`src/rtl/uart_rx_deserializer_if.sv`:
```
// FIFO-side and status bundle of the UART receiver front-end.
// The receiver drives the write strobe, data and status pulses through the
// master modport; the RX FIFO / status logic sits on the slave modport and
// returns the FIFO full flag.
interface uart_rx_deserializer_if #(
    parameter int DATA_WIDTH = 8
);
    logic                  WEo;
    logic [DATA_WIDTH-1:0] WDo;
    logic                  BUSYo;
    logic                  FRAME_ERRo;
    logic                  PARITY_ERRo;
    logic                  OVERRUNo;
    logic                  FULLi;

    modport master (
        output WEo,
        output WDo,
        output BUSYo,
        output FRAME_ERRo,
        output PARITY_ERRo,
        output OVERRUNo,
        input  FULLi
    );

    modport slave (
        input  WEo,
        input  WDo,
        input  BUSYo,
        input  FRAME_ERRo,
        input  PARITY_ERRo,
        input  OVERRUNo,
        output FULLi
    );
endinterface : uart_rx_deserializer_if

```
`src/rtl/uart_rx_deserializer.sv`:
```
// UART receiver front-end in the WCLK domain.
// Synchronises the asynchronous RXi line, finds the start bit, samples every
// bit at its centre (LSB first), optionally checks parity and, at the centre
// of the stop bit, either writes the byte into the RX FIFO or reports exactly
// one framing / parity / overrun pulse. All outputs are registered.
module uart_rx_deserializer #(
    parameter int CLKS_PER_BIT = 868,
    parameter int DATA_WIDTH   = 8,
    parameter bit PARITY_EN    = 1'b0,
    parameter bit PARITY_ODD   = 1'b0
) (
    input  logic                          WCLK,
    input  logic                          WRST,
    input  logic                          RXi,
    uart_rx_deserializer_if.master        fifo_if
);

    localparam int CNT_W = $clog2(CLKS_PER_BIT);
    localparam int BIT_W = $clog2(DATA_WIDTH + 1);
    localparam int HALF  = CLKS_PER_BIT / 2;

    localparam logic [CNT_W-1:0] HALF_LAST = CNT_W'(HALF - 1);
    localparam logic [CNT_W-1:0] BIT_LAST  = CNT_W'(CLKS_PER_BIT - 1);
    localparam logic [BIT_W-1:0] DATA_LAST = BIT_W'(DATA_WIDTH - 1);

    // BREAK is the safe state after reset and after a framing error: a line
    // that is already low must first return high before a start is accepted.
    typedef enum logic [2:0] {
        ST_BREAK,
        ST_IDLE,
        ST_START,
        ST_DATA,
        ST_PARITY,
        ST_STOP
    } state_e;

    // Synchroniser.
    logic rx_meta_q;
    logic rx_s_q;

    // FSM state and datapath.
    state_e                 state_q,  state_d;
    logic [CNT_W-1:0]       cnt_q,    cnt_d;
    logic [BIT_W-1:0]       bit_q,    bit_d;
    logic [DATA_WIDTH-1:0]  shift_q,  shift_d;
    logic                   perr_q,   perr_d;

    // Registered outputs.
    logic                   we_q,     we_d;
    logic [DATA_WIDTH-1:0]  wd_q,     wd_d;
    logic                   busy_q,   busy_d;
    logic                   ferr_q,   ferr_d;
    logic                   perr_o_q, perr_o_d;
    logic                   ovr_q,    ovr_d;

    // Two-flop synchroniser for the asynchronous serial line.
    // NOTE: the sync flops reset to 1 (idle line level) rather than 0 so that
    // leaving reset never looks like a falling edge; every other register
    // resets to 0.
    always_ff @(posedge WCLK or posedge WRST) begin
        if (WRST) begin
            rx_meta_q <= 1'b1;
            rx_s_q    <= 1'b1;
        end else begin
            // NOTE: non-blocking assignments make rx_s_q take the *old*
            // rx_meta_q, which is what gives the two-stage delay; blocking
            // here would collapse the chain into a single flop.
            rx_meta_q <= RXi;
            rx_s_q    <= rx_meta_q;
        end
    end

    // State, counters and output registers.
    always_ff @(posedge WCLK or posedge WRST) begin
        if (WRST) begin
            state_q  <= ST_BREAK;
            cnt_q    <= '0;
            bit_q    <= '0;
            shift_q  <= '0;
            perr_q   <= 1'b0;
            we_q     <= 1'b0;
            wd_q     <= '0;
            busy_q   <= 1'b0;
            ferr_q   <= 1'b0;
            perr_o_q <= 1'b0;
            ovr_q    <= 1'b0;
        end else begin
            state_q  <= state_d;
            cnt_q    <= cnt_d;
            bit_q    <= bit_d;
            shift_q  <= shift_d;
            perr_q   <= perr_d;
            we_q     <= we_d;
            wd_q     <= wd_d;
            busy_q   <= busy_d;
            ferr_q   <= ferr_d;
            perr_o_q <= perr_o_d;
            ovr_q    <= ovr_d;
        end
    end

    // Next-state, bit sampling and stop-bit decision.
    always_comb begin
        // NOTE: every signal gets a default before the case statement so no
        // path leaves a variable unassigned, which would infer a latch.
        state_d  = state_q;
        cnt_d    = cnt_q + CNT_W'(1);
        bit_d    = bit_q;
        shift_d  = shift_q;
        perr_d   = perr_q;
        we_d     = 1'b0;
        wd_d     = wd_q;
        ferr_d   = 1'b0;
        perr_o_d = 1'b0;
        ovr_d    = 1'b0;

        unique case (state_q)
            ST_BREAK: begin
                cnt_d = '0;
                if (rx_s_q) begin
                    state_d = ST_IDLE;
                end
            end

            ST_IDLE: begin
                cnt_d = '0;
                if (!rx_s_q) begin
                    state_d = ST_START;
                end
            end

            // Re-check the start bit at its centre to reject short glitches.
            ST_START: begin
                if (cnt_q == HALF_LAST) begin
                    cnt_d = '0;
                    bit_d = '0;
                    if (rx_s_q) begin
                        state_d = ST_IDLE;
                    end else begin
                        state_d = ST_DATA;
                    end
                end
            end

            // Shift in from the top so the first (LSB) bit ends at bit 0.
            ST_DATA: begin
                if (cnt_q == BIT_LAST) begin
                    cnt_d   = '0;
                    shift_d = {rx_s_q, shift_q[DATA_WIDTH-1:1]};
                    if (bit_q == DATA_LAST) begin
                        perr_d  = 1'b0;
                        state_d = PARITY_EN ? ST_PARITY : ST_STOP;
                    end else begin
                        bit_d = bit_q + BIT_W'(1);
                    end
                end
            end

            // Parity outcome is held until the stop bit decides what to report.
            ST_PARITY: begin
                if (cnt_q == BIT_LAST) begin
                    cnt_d   = '0;
                    perr_d  = ((^shift_q) ^ rx_s_q) != PARITY_ODD;
                    state_d = ST_STOP;
                end
            end

            // Decide at mid-stop and go back to IDLE straight away, leaving
            // half a bit of slack before the next start edge.
            ST_STOP: begin
                if (cnt_q == BIT_LAST) begin
                    cnt_d = '0;
                    if (!rx_s_q) begin
                        ferr_d  = 1'b1;
                        state_d = ST_BREAK;
                    end else if (perr_q) begin
                        perr_o_d = 1'b1;
                        state_d  = ST_IDLE;
                    end else if (fifo_if.FULLi) begin
                        ovr_d   = 1'b1;
                        state_d = ST_IDLE;
                    end else begin
                        we_d    = 1'b1;
                        wd_d    = shift_q;
                        state_d = ST_IDLE;
                    end
                end
            end

            default: begin
                state_d = ST_BREAK;
                cnt_d   = '0;
            end
        endcase

        busy_d = (state_d != ST_IDLE);
    end

    assign fifo_if.WEo         = we_q;
    assign fifo_if.WDo         = wd_q;
    assign fifo_if.BUSYo       = busy_q;
    assign fifo_if.FRAME_ERRo  = ferr_q;
    assign fifo_if.PARITY_ERRo = perr_o_q;
    assign fifo_if.OVERRUNo    = ovr_q;

endmodule : uart_rx_deserializer

```
`src/flat_wrapper.sv`:
```
// flat-port wrapper written by rule: the top's interface ports become plain ports
module uart_rx_deserializer_flat 
#(
    parameter int CLKS_PER_BIT = 868,
    parameter int DATA_WIDTH   = 8,
    parameter bit PARITY_EN    = 1'b0,
    parameter bit PARITY_ODD   = 1'b0
)
  (WCLK, WRST, RXi, fifo_if_WEo, fifo_if_WDo, fifo_if_BUSYo, fifo_if_FRAME_ERRo, fifo_if_PARITY_ERRo, fifo_if_OVERRUNo, fifo_if_FULLi);
  uart_rx_deserializer_if #(.DATA_WIDTH(DATA_WIDTH)) fifo_if_i ();
  input  logic WCLK;
  input  logic WRST;
  input  logic RXi;
  output wire logic [$bits(fifo_if_i.WEo)-1:0] fifo_if_WEo;
  output wire logic [$bits(fifo_if_i.WDo)-1:0] fifo_if_WDo;
  output wire logic [$bits(fifo_if_i.BUSYo)-1:0] fifo_if_BUSYo;
  output wire logic [$bits(fifo_if_i.FRAME_ERRo)-1:0] fifo_if_FRAME_ERRo;
  output wire logic [$bits(fifo_if_i.PARITY_ERRo)-1:0] fifo_if_PARITY_ERRo;
  output wire logic [$bits(fifo_if_i.OVERRUNo)-1:0] fifo_if_OVERRUNo;
  input wire logic [$bits(fifo_if_i.FULLi)-1:0] fifo_if_FULLi;
  assign fifo_if_WEo = fifo_if_i.WEo;
  assign fifo_if_WDo = fifo_if_i.WDo;
  assign fifo_if_BUSYo = fifo_if_i.BUSYo;
  assign fifo_if_FRAME_ERRo = fifo_if_i.FRAME_ERRo;
  assign fifo_if_PARITY_ERRo = fifo_if_i.PARITY_ERRo;
  assign fifo_if_OVERRUNo = fifo_if_i.OVERRUNo;
  assign fifo_if_i.FULLi = fifo_if_FULLi;
  uart_rx_deserializer #(.CLKS_PER_BIT(CLKS_PER_BIT), .DATA_WIDTH(DATA_WIDTH), .PARITY_EN(PARITY_EN), .PARITY_ODD(PARITY_ODD)) u_core (.WCLK(WCLK), .WRST(WRST), .RXi(RXi), .fifo_if(fifo_if_i));
endmodule
```
`config.mk`:
```
export PLATFORM = sky130hd
export DESIGN_NAME = uart_rx_deserializer_flat
export DESIGN_NICKNAME = d
export VERILOG_FILES = /design/src/rtl/uart_rx_deserializer_if.sv /design/src/rtl/uart_rx_deserializer.sv /design/src/flat_wrapper.sv
export SDC_FILE = /design/constraint.sdc
export NUM_CORES = 1
export LEC_CHECK = 0
export BUFFER_PORTS_ARGS = -buffer_cell sky130_fd_sc_hd__buf_2
export CAP_MARGIN = 20
export CORE_MARGIN = 2
export CORE_UTILIZATION = 58
export DETAILED_ROUTE_END_ITERATION = 7
export PLACE_DENSITY = 0.75
export SYNTH_ARGS = -nofsm -noshare
export SYNTH_HDL_FRONTEND = slang
export SYNTH_SLANG_ARGS = --single-unit
```
`constraint.sdc`:
```
create_clock -name WCLK -period 2.39 [get_ports WCLK]
set_clock_uncertainty 0.05 [all_clocks]
set_input_delay 0.478 -clock WCLK [delete_from_list [all_inputs] [get_ports WCLK]]
set_output_delay 0.478 -clock WCLK [all_outputs]
set_load 0.1 [all_outputs]
```
# ---- After elaboration in Yosys (flattened, before gate mapping)
# Index checks and enable logic that the tools add are counted.
dict set report totals {
  regBits 41
  in_bits 4
  elab_cells 79
}
dict set report op_classes {
  n_addsub 2
  n_eq_ne 14
  mux 38
  bitwise 3
  n_reduce_logical 9
}
# op count
set op_table {}
lappend op_table {{2-to-1 mux 1 bit} 21}
lappend op_table {{2-to-1 mux 3 bit} 7}
lappend op_table {{2-to-1 mux 10 bit} 2}
lappend op_table {{one-hot mux 10 bit (2 select lines)} 1}
lappend op_table {{one-hot mux 3 bit (6 select lines)} 1}
lappend op_table {{2-to-1 mux 4 bit} 3}
lappend op_table {{adder 10 x 1 -> 10 bit (second input constant)} 1}
lappend op_table {{equality test 10 bit (second input constant)} 1}
lappend op_table {{equality test 10 x 9 -> 1 bit (second input constant)} 1}
lappend op_table {{!= test 2 x 1 -> 1 bit (second input constant)} 4}
lappend op_table {{one-hot mux 4 bit (2 select lines)} 1}
lappend op_table {{AND reduction 4 bit} 2}
lappend op_table {{XOR reduction 8 bit} 1}
lappend op_table {{equality test 3 x 2 -> 1 bit (second input constant)} 2}
lappend op_table {{equality test 3 bit (second input constant)} 2}
lappend op_table {{AND reduction 5 bit} 1}
lappend op_table {{adder 4 x 1 -> 4 bit (second input constant)} 1}
lappend op_table {{equality test 4 x 3 -> 1 bit (second input constant)} 1}
lappend op_table {{nonzero test 2 bit} 2}
lappend op_table {{equality test 3 x 1 -> 1 bit (second input constant)} 1}
lappend op_table {{logical NOT 3 bit} 1}
lappend op_table {{!= test 3 x 1 -> 1 bit (second input constant)} 1}
lappend op_table {{OR reduction 3 bit} 1}
lappend op_table {{2-to-1 mux 2 bit} 1}
lappend op_table {{other kinds (5)} 6}

# ---- Depth between registers and ports, before layout
# Gate-level depths: netlist of run 1.
dict set report depth {
  ltp_word 5
  depth_mapped 6
}

# ---- Worst setup path after synthesis of run 1
# OpenSTA, ideal clock, no wires.
dict set report synth_path {
  path_type {register to register}
  start {register u_core.cnt_q[0]}
  end {register u_core.wd_q[0] (netlist: u_core.fifo_if.WDo[0])}
  setup_time_ns 0.125
  arrival_time_ns 1.844
  path_slack_ns 0.371
  stages_incl_launch_ff 6
  n_path_buf 0
  synth_period_minus_slack_ns 2.019
  path_cell_list {dfrtp_1 > ha_1 > and2b_1 > nand4_4 > nor4_4 > mux2_2}
}
dict set report synth_via {
  elab_chain_len 2
}
# element line
set synth_lines {}
lappend synth_lines {{start, declared} uart_rx_deserializer.sv:43} ;# logic [CNT_W-1:0] cnt_q, cnt_d;
lappend synth_lines {{start signal, assigned} uart_rx_deserializer.sv:89} ;# cnt_q <= cnt_d;
lappend synth_lines {{equality test 10 bit} uart_rx_deserializer.sv:171} ;# if (cnt_q == BIT_LAST) begin
lappend synth_lines {{AND reduction 5 bit (no line)} -}
lappend synth_lines {{end signal, assigned} uart_rx_deserializer.sv:94} ;# wd_q <= wd_d;
lappend synth_lines {{end, declared} uart_rx_deserializer.sv:50} ;# logic [DATA_WIDTH-1:0] wd_q, wd_d;
# Every way passes these cells.
# A chain may end at the register's enable or synchronous reset.

# ---- Final worst setup path of run 1
dict set report layout_path {
  start {register u_core.cnt_q[0]}
  end {register u_core.wd_q[2] (netlist: u_core.fifo_if.WDo[2])}
}
# The elaborated chain is that of the path after synthesis.

==> flow_metrics.py, run 1 <==
metrics = {
    "status": {
        "status": "complete, no violations",
    },
    "yosys": {
        "synth_cell_type_count": 42,
        "synth_cells": 171,
        "synth-edff-count": 0,
        "synth_top_area_frac": 0.4909,
        "synth.cell_area_um2": 1988,
        "synth.top_cells.by_area": "dfrtp_1 (49%), mux2_2 (9.1%), xnor2_1 (3.5%)",
        "synth_warnings": 0,
        "ys_seq_elements": 41,
        "synth.yosys.seq_area_share": 0.5173,
        "synth-main-ff-cell": "dfrtp_1",
        "async_flop_share": 1.000,
        "synth.avg_cell_area_um2": 11.63,
        "syn_nets": 178,
        "yosysTopAreaCell": "dfrtp_1",
    },
    "setup_path": {
        "cp_num_buf_inv": 1,
        "cpLargestDelayFamily": "simple AND/OR/NAND/NOR gates",
        "crit_slowest_cell": "dfrtp_1",
        "worstPathRequired_ns": 2.58,
        "end_kind": "flop",
        "crit_path_max_fanout": 8,
        "crit_start": "u_core.cnt_q[0]",
        "worst_path_largest_cell_delay_ns": 0.44,
        "reg2reg_from": "u_core.cnt_q[0]",
        "start_kind": "flop",
        "worstPathCellList": "ha_1 > and2b_1 > nand4_4 > nor4_4 > buf_4 > mux2_2",
        "crit_arrival_ns": 2.33,
        "critical_path_class": "reg -> reg",
    },
    "clocking": {
        "hold_buffers": 0,
        "clock_path_buffers": 2,
        "clk_pin_slew_ns": 0.12,
        "clock_sinks": 41,
        "root_buffer": "clkbuf_4",
        "htree_levels": 2,
        "clk_latency_ns": 0.35,
        "numCtsBuffers": 5,
        "ctsResizeCount": 0,
        "postCtsSetupBuffers": 0,
        "cts_tree": "yes",
    },
    "final_layout": {
        "syn_to_final_growth_pct": 10.70,
        "drive_above_1_share": 0.2769,
        "regArea_um2": 1028,
        "final_core_util": 0.6648,
        "fillCellCount": 261,
        "antenna_cells": 0,
        "nets": 201,
        "fin_cells": 241,
        "multiInputGateArea_um2": 904.6,
    },
    "global_route": {
        "grt_pass1_wl_um": 6548,
        "grt_pass1_vias": 1344,
        "grt_max_degree": 42,
        "grt_overflow": 0,
        "antenna_found_initial": 0,
        "grtUsageTotal": 0.2169,
    },
    "placement": {
        "gp_congestion": 0.9380,
        "hpwlAfterDp_um": 2612,
        "dp.cells": 233,
        "io_buffers": 16,
    },
    "power_and_ir_drop": {
        "p_int_uw": 1008,
        "power_leakage_uw": 0.001044,
        "total_power_uw": 1455,
        "pwr-share-clk": 0.247,
        "vdd_drop_max_mv": 0.5776,
        "cellPowerDensity_nw_per_um2": 660.9,
        "power_frac_seq": 0.599,
        "switching_share": 0.3068,
        "power.switching_uw": 446.2,
        "power_frac_comb": 0.154,
    },
    "detailed_routing": {
        "avgViaCountPerCell": 5.718,
        "wl_per_cell_um": 14.86,
        "firstDrtPassIters": 4,
        "drc_errors": 0,
        "vias": 1378,
        "routed_wl_um": 3582,
        "drtIter0Drc": 77,
        "postRouteAntennaNets": 0,
    },
    "run": {
        "max_cap_violations": 0,
    },
    "timing": {
        "report.final.slew_viol_count": 0,
        "fin_crit_ns": 2.146,
        "setup_violations": 0,
        "tns_ns": 0,
        "slew-limit-headroom": 0.6204,
        "hold_violations": 0,
        "fin_hold_ws_ns": 0.1684,
        "worst_slew_pin_slew_ns": 0.5695,
        "period_share": 0.8980,
        "fmax_ghz": 0.4659,
        "rsz0062_at_grt": "false",
    },
    "floorplan": {
        "die_w_um": 62.55,
        "ios": 17,
        "die_h_um": 62.55,
        "coreArea_um2": 3311,
        "die_area_um2": 3912,
        "start_util": 0.6005,
        "num_rows": 21,
    },
    "min_path": {
        "hp-class": "in -> async",
    },
}
synthesized netlist by cell type (3+ instances only):
cell type	number
ha_1	3
nand2b_1	5
xnor2_1	8
nor3_1	5
xor2_1	6
clkbuf_1	3
nor2_1	15
and2_1	3
a21oi_1	3
o21ai_0	4
inv_1	9
mux2_2	16
dfrtp_1	39
nand3_1	5
nand2_1	6
nand4_1	4
layout make-up:
cell class,count,share of cell area
Tap cell,46,0.02615
Inverter,9,0.01535
Multi-Input combinational cell,116,0.4110
Timing Repair Buffer,21,0.05344
Clock buffer,8,0.02672
Sequential cell,41,0.4673
path summary, 6_finish.rpt:
path | slack (ns) | end | cells past startpoint
max | 0.24 | u_core.fifo_if.WDo[2] | 6
min | 0.17 | u_core.fifo_if.WDo[4] | 3
max reg2reg | 0.24 | u_core.fifo_if.WDo[2] | 6
min reg2reg | 0.31 | u_core.rx_s_q | 0
max in group asynchronous | 1.75 | u_core.rx_s_q | 3
min in group WCLK | 0.17 | u_core.rx_meta_q | 1
flip-flops by register name (all words and copies together), names as in the netlist:
register	flops
u_core.perr_q	1
u_core.fifo_if.WEo	1
u_core.bit_q	4
u_core.fifo_if.PARITY_ERRo	1
u_core.fifo_if.FRAME_ERRo	1
u_core.rx_meta_q	1
u_core.fifo_if.OVERRUNo	1
u_core.fifo_if.WDo	8
u_core.rx_s_q	1
u_core.shift_q	8
u_core.cnt_q	10
u_core.state_q	3
u_core.fifo_if.BUSYo	1
routing by layer:
metal | track usage | wire length [µm]
met2 | 0.3508 | 1813
met1 | 0.2836 | 1593
met5 | 0 | 0
met4 | 0.06667 | 55
met3 | 0.06486 | 119
worst min-delay path, delay by kind of cell:
| family | cells | cell delay, ns |
|---|---|---|
| buffers and inverters | 3 | 0.55 |
power by group through the flow:
stage | clock network [µW] | registers, µW | logic, µW
floorplan | 0 | 842 | 200
global placement | 0 | 871 | 214
detailed placement | 0 | 882 | 225
CTS | 375 | 868 | 227
global route | 411 | 886 | 261
finish | 360 | 871 | 224
cells in the final DEF, fill, tap and decap left out, types with 3 or more instances in the layout:
cell,count
and2_1,3
buf_4,5
nor2_1,15
inv_1,9
ha_1,3
dfrtp_1,39
nand2b_1,5
clkbuf_4,5
o21ai_0,4
nand3_1,5
xor2_1,6
a21oi_1,3
mux2_2,16
buf_2,16
xnor2_1,8
nor3_1,5
nand2_1,6
nand4_1,4
kinds of logic after synthesis:
family / synth area share
and+or+nand+nor: 0.2052
DFF: 0.5173
muxes: 0.1007
AOI/OAI and AO/OA: 0.05727
xor gates and xnor gates: 0.07300
buffers and inverters: 0.02769
adders and majority gates: 0.01888
per-stage QoR:
stage                     setup slack, ns  area, µm²
after floorplan                    0.3710       1988
after global placement             0.3589       2142
after detailed placement           0.2418       2142
after CTS                          0.2286       2201
after global routing              0.08080       2201
final                              0.2437       2201
(Power assumes the default switching activity.)
==> inputs of run 2 (changes only) <==
--- a/config.mk
+++ b/config.mk
@@ -7,7 +7,6 @@
 export LEC_CHECK = 0
 export BUFFER_PORTS_ARGS = -buffer_cell sky130_fd_sc_hd__buf_2
 export CAP_MARGIN = 20
-export CORE_MARGIN = 2
 export CORE_UTILIZATION = 58
 export DETAILED_ROUTE_END_ITERATION = 7
 export PLACE_DENSITY = 0.75
==> run 2 against run 1 <==
Power is 5.6% higher. Critical path type unchanged. Final cell count shrank 0.83%. Critical path depth did not move. Clock power up 23%. First-iteration DRC count increased by 17%. Maximum frequency decreased by 0.72%. Via count up 2.0%. Register-to-register slack lost 0.02 ns. Utilization up 3.8 points. Largest cell class unchanged. Non-clock buffer count is the same.
==> flow_metrics.py, run 2 (synthesized netlist as in run 1, its figures left out) <==
metrics = {
    "final_layout": {
        "fillCellCount": 247,
        "final_core_util": 0.7028,
        "drive_above_1_share": 0.2821,
        "largest_reg_flops": 10,
        "regMostFlops": "u_core.cnt_q",
        "nets": 201,
        "final_common_cell": "dfrtp_1",
        "most-common-layout-cells": "dfrtp_1 (39), mux2_2 (16), buf_2 (16)",
        "syn_to_final_growth_pct": 11.45,
        "antenna_cells": 0,
        "fin_cells": 239,
    },
    "clocking": {
        "postCtsSetupBuffers": 0,
        "root_buffer": "clkbuf_4",
        "clk_latency_ns": 0.35,
        "clk_pin_slew_ns": 0.12,
        "clock_sinks": 41,
        "hold_buffers": 0,
        "htree_levels": 2,
        "numCtsBuffers": 5,
        "ctsResizeCount": 0,
        "clock_path_buffers": 2,
        "cts_tree": "yes",
    },
    "global_route": {
        "antenna_found_initial": 0,
        "grtUsageTotal": 0.2311,
        "grt_pass1_vias": 1359,
        "grt_pass1_wl_um": 6161,
        "grt_overflow": 0,
        "grt_max_degree": 42,
    },
    "timing": {
        "rsz0062_at_grt": "false",
        "fin_crit_ns": 2.162,
        "worst_slew_pin_slew_ns": 0.5429,
        "slew-limit-headroom": 0.6380,
        "period_share": 0.9045,
        "hold_violations": 0,
        "fin_hold_ws_ns": 0.1705,
        "tns_ns": 0,
        "fmax_ghz": 0.4626,
        "report.final.slew_viol_count": 0,
        "setup_violations": 0,
    },
    "floorplan": {
        "die_area_um2": 3666,
        "start_util": 0.6306,
        "die_h_um": 60.55,
        "die_w_um": 60.55,
        "coreArea_um2": 3153,
        "ios": 17,
        "num_rows": 20,
    },
    "setup_path": {
        "start_kind": "flop",
        "rrSetupSlack_ns": 0.23,
        "worstPathRequired_ns": 2.58,
        "critical_path_class": "reg -> reg",
        "end_kind": "flop",
        "crit_arrival_ns": 2.35,
        "crit_path_max_fanout": 8,
    },
    "detailed_routing": {
        "wl_per_cell_um": 14.90,
        "vias": 1405,
        "routed_wl_um": 3561,
        "dr.max_layer_used": "met4",
        "postRouteAntennaNets": 0,
        "firstDrtPassIters": 4,
        "wl_met2_um": 1737,
        "avgViaCountPerCell": 5.879,
        "dr_wl_met3_um": 177,
        "drc_errors": 0,
        "wl_met1_um": 1542,
        "drtIter0Drc": 90,
    },
    "placement": {
        "hpwlAfterDp_um": 2578,
        "io_buffers": 16,
        "dp.cells": 231,
        "gp_congestion": 0.8899,
    },
    "power_and_ir_drop": {
        "cellPowerDensity_nw_per_um2": 693.5,
        "total_power_uw": 1537,
        "vdd_drop_max_mv": 0.4945,
        "power_leakage_uw": 0.001054,
    },
    "run": {
        "max_cap_violations": 0,
    },
    "min_path": {
        "hp-class": "in -> async",
    },
    "status": {
        "status": "complete, no violations",
    },
}
## run 2: area by class of cell
type | instances | area, µm² | share of cell area
multi-input cells | 116 | 904.6 | 0.4082
inverters | 9 | 33.78 | 0.01525
clock inverters | 2 | 35.03 | 0.01581
clock buffers | 6 | 41.29 | 0.01863
well taps | 44 | 55.05 | 0.02484
repair buffers | 21 | 117.6 | 0.05308
flip-flops and latches | 41 | 1028 | 0.4641
## run 2: critical path, stage by stage (launching register included)
cell	delay (ns)
dfrtp_1	0.43
ha_1	0.25
and2b_1	0.29
nand4_4	0.20
nor4_4	0.28
buf_4	0.21
mux2_2	0.35
## run 2: power breakdown
group | leakage [µW] | total [µW] | internal [µW] | switching [µW]
Clock | 0.0000422 | 443 | 219 | 224
Sequential | 0.000539 | 870 | 762 | 108
Combinational | 0.000472 | 224 | 101 | 123
## run 2: through the flow
| stage | setup WS, ns | cell area (µm²) |
|---|---|---|
| final | 0.2282 | 2216 |
| after CTS | 0.2237 | 2216 |
| after global routing | 0.1071 | 2216 |
| after floorplan | 0.3710 | 1988 |
| after detailed placement | 0.2546 | 2140 |
| after global placement | 0.3604 | 2140 |
## run 2: path summary, 6_finish.rpt
| path | start | end | cells after the start |
|---|---|---|---|
| max in group asynchronous | WRST | u_core.rx_meta_q | 3 |
| worst min register to register | u_core.rx_meta_q | u_core.rx_s_q | 0 |
| worst max register to register | u_core.cnt_q[0] | u_core.fifo_if.WDo[7] | 6 |
| min in group WCLK | RXi | u_core.rx_meta_q | 1 |
| worst max-delay path | u_core.cnt_q[0] | u_core.fifo_if.WDo[7] | 6 |
| worst min-delay path | WRST | u_core.shift_q[7] | 3 |
## run 2: routing by layer
| metal | GRT usage | vias to the layer above |
|---|---|---|
| met5 | 0 | - |
| met4 | 0.1039 | 0 |
| met3 | 0.06397 | 15 |
| met2 | 0.3705 | 45 |
| met1 | 0.2932 | 686 |
| li1 | - | 659 |
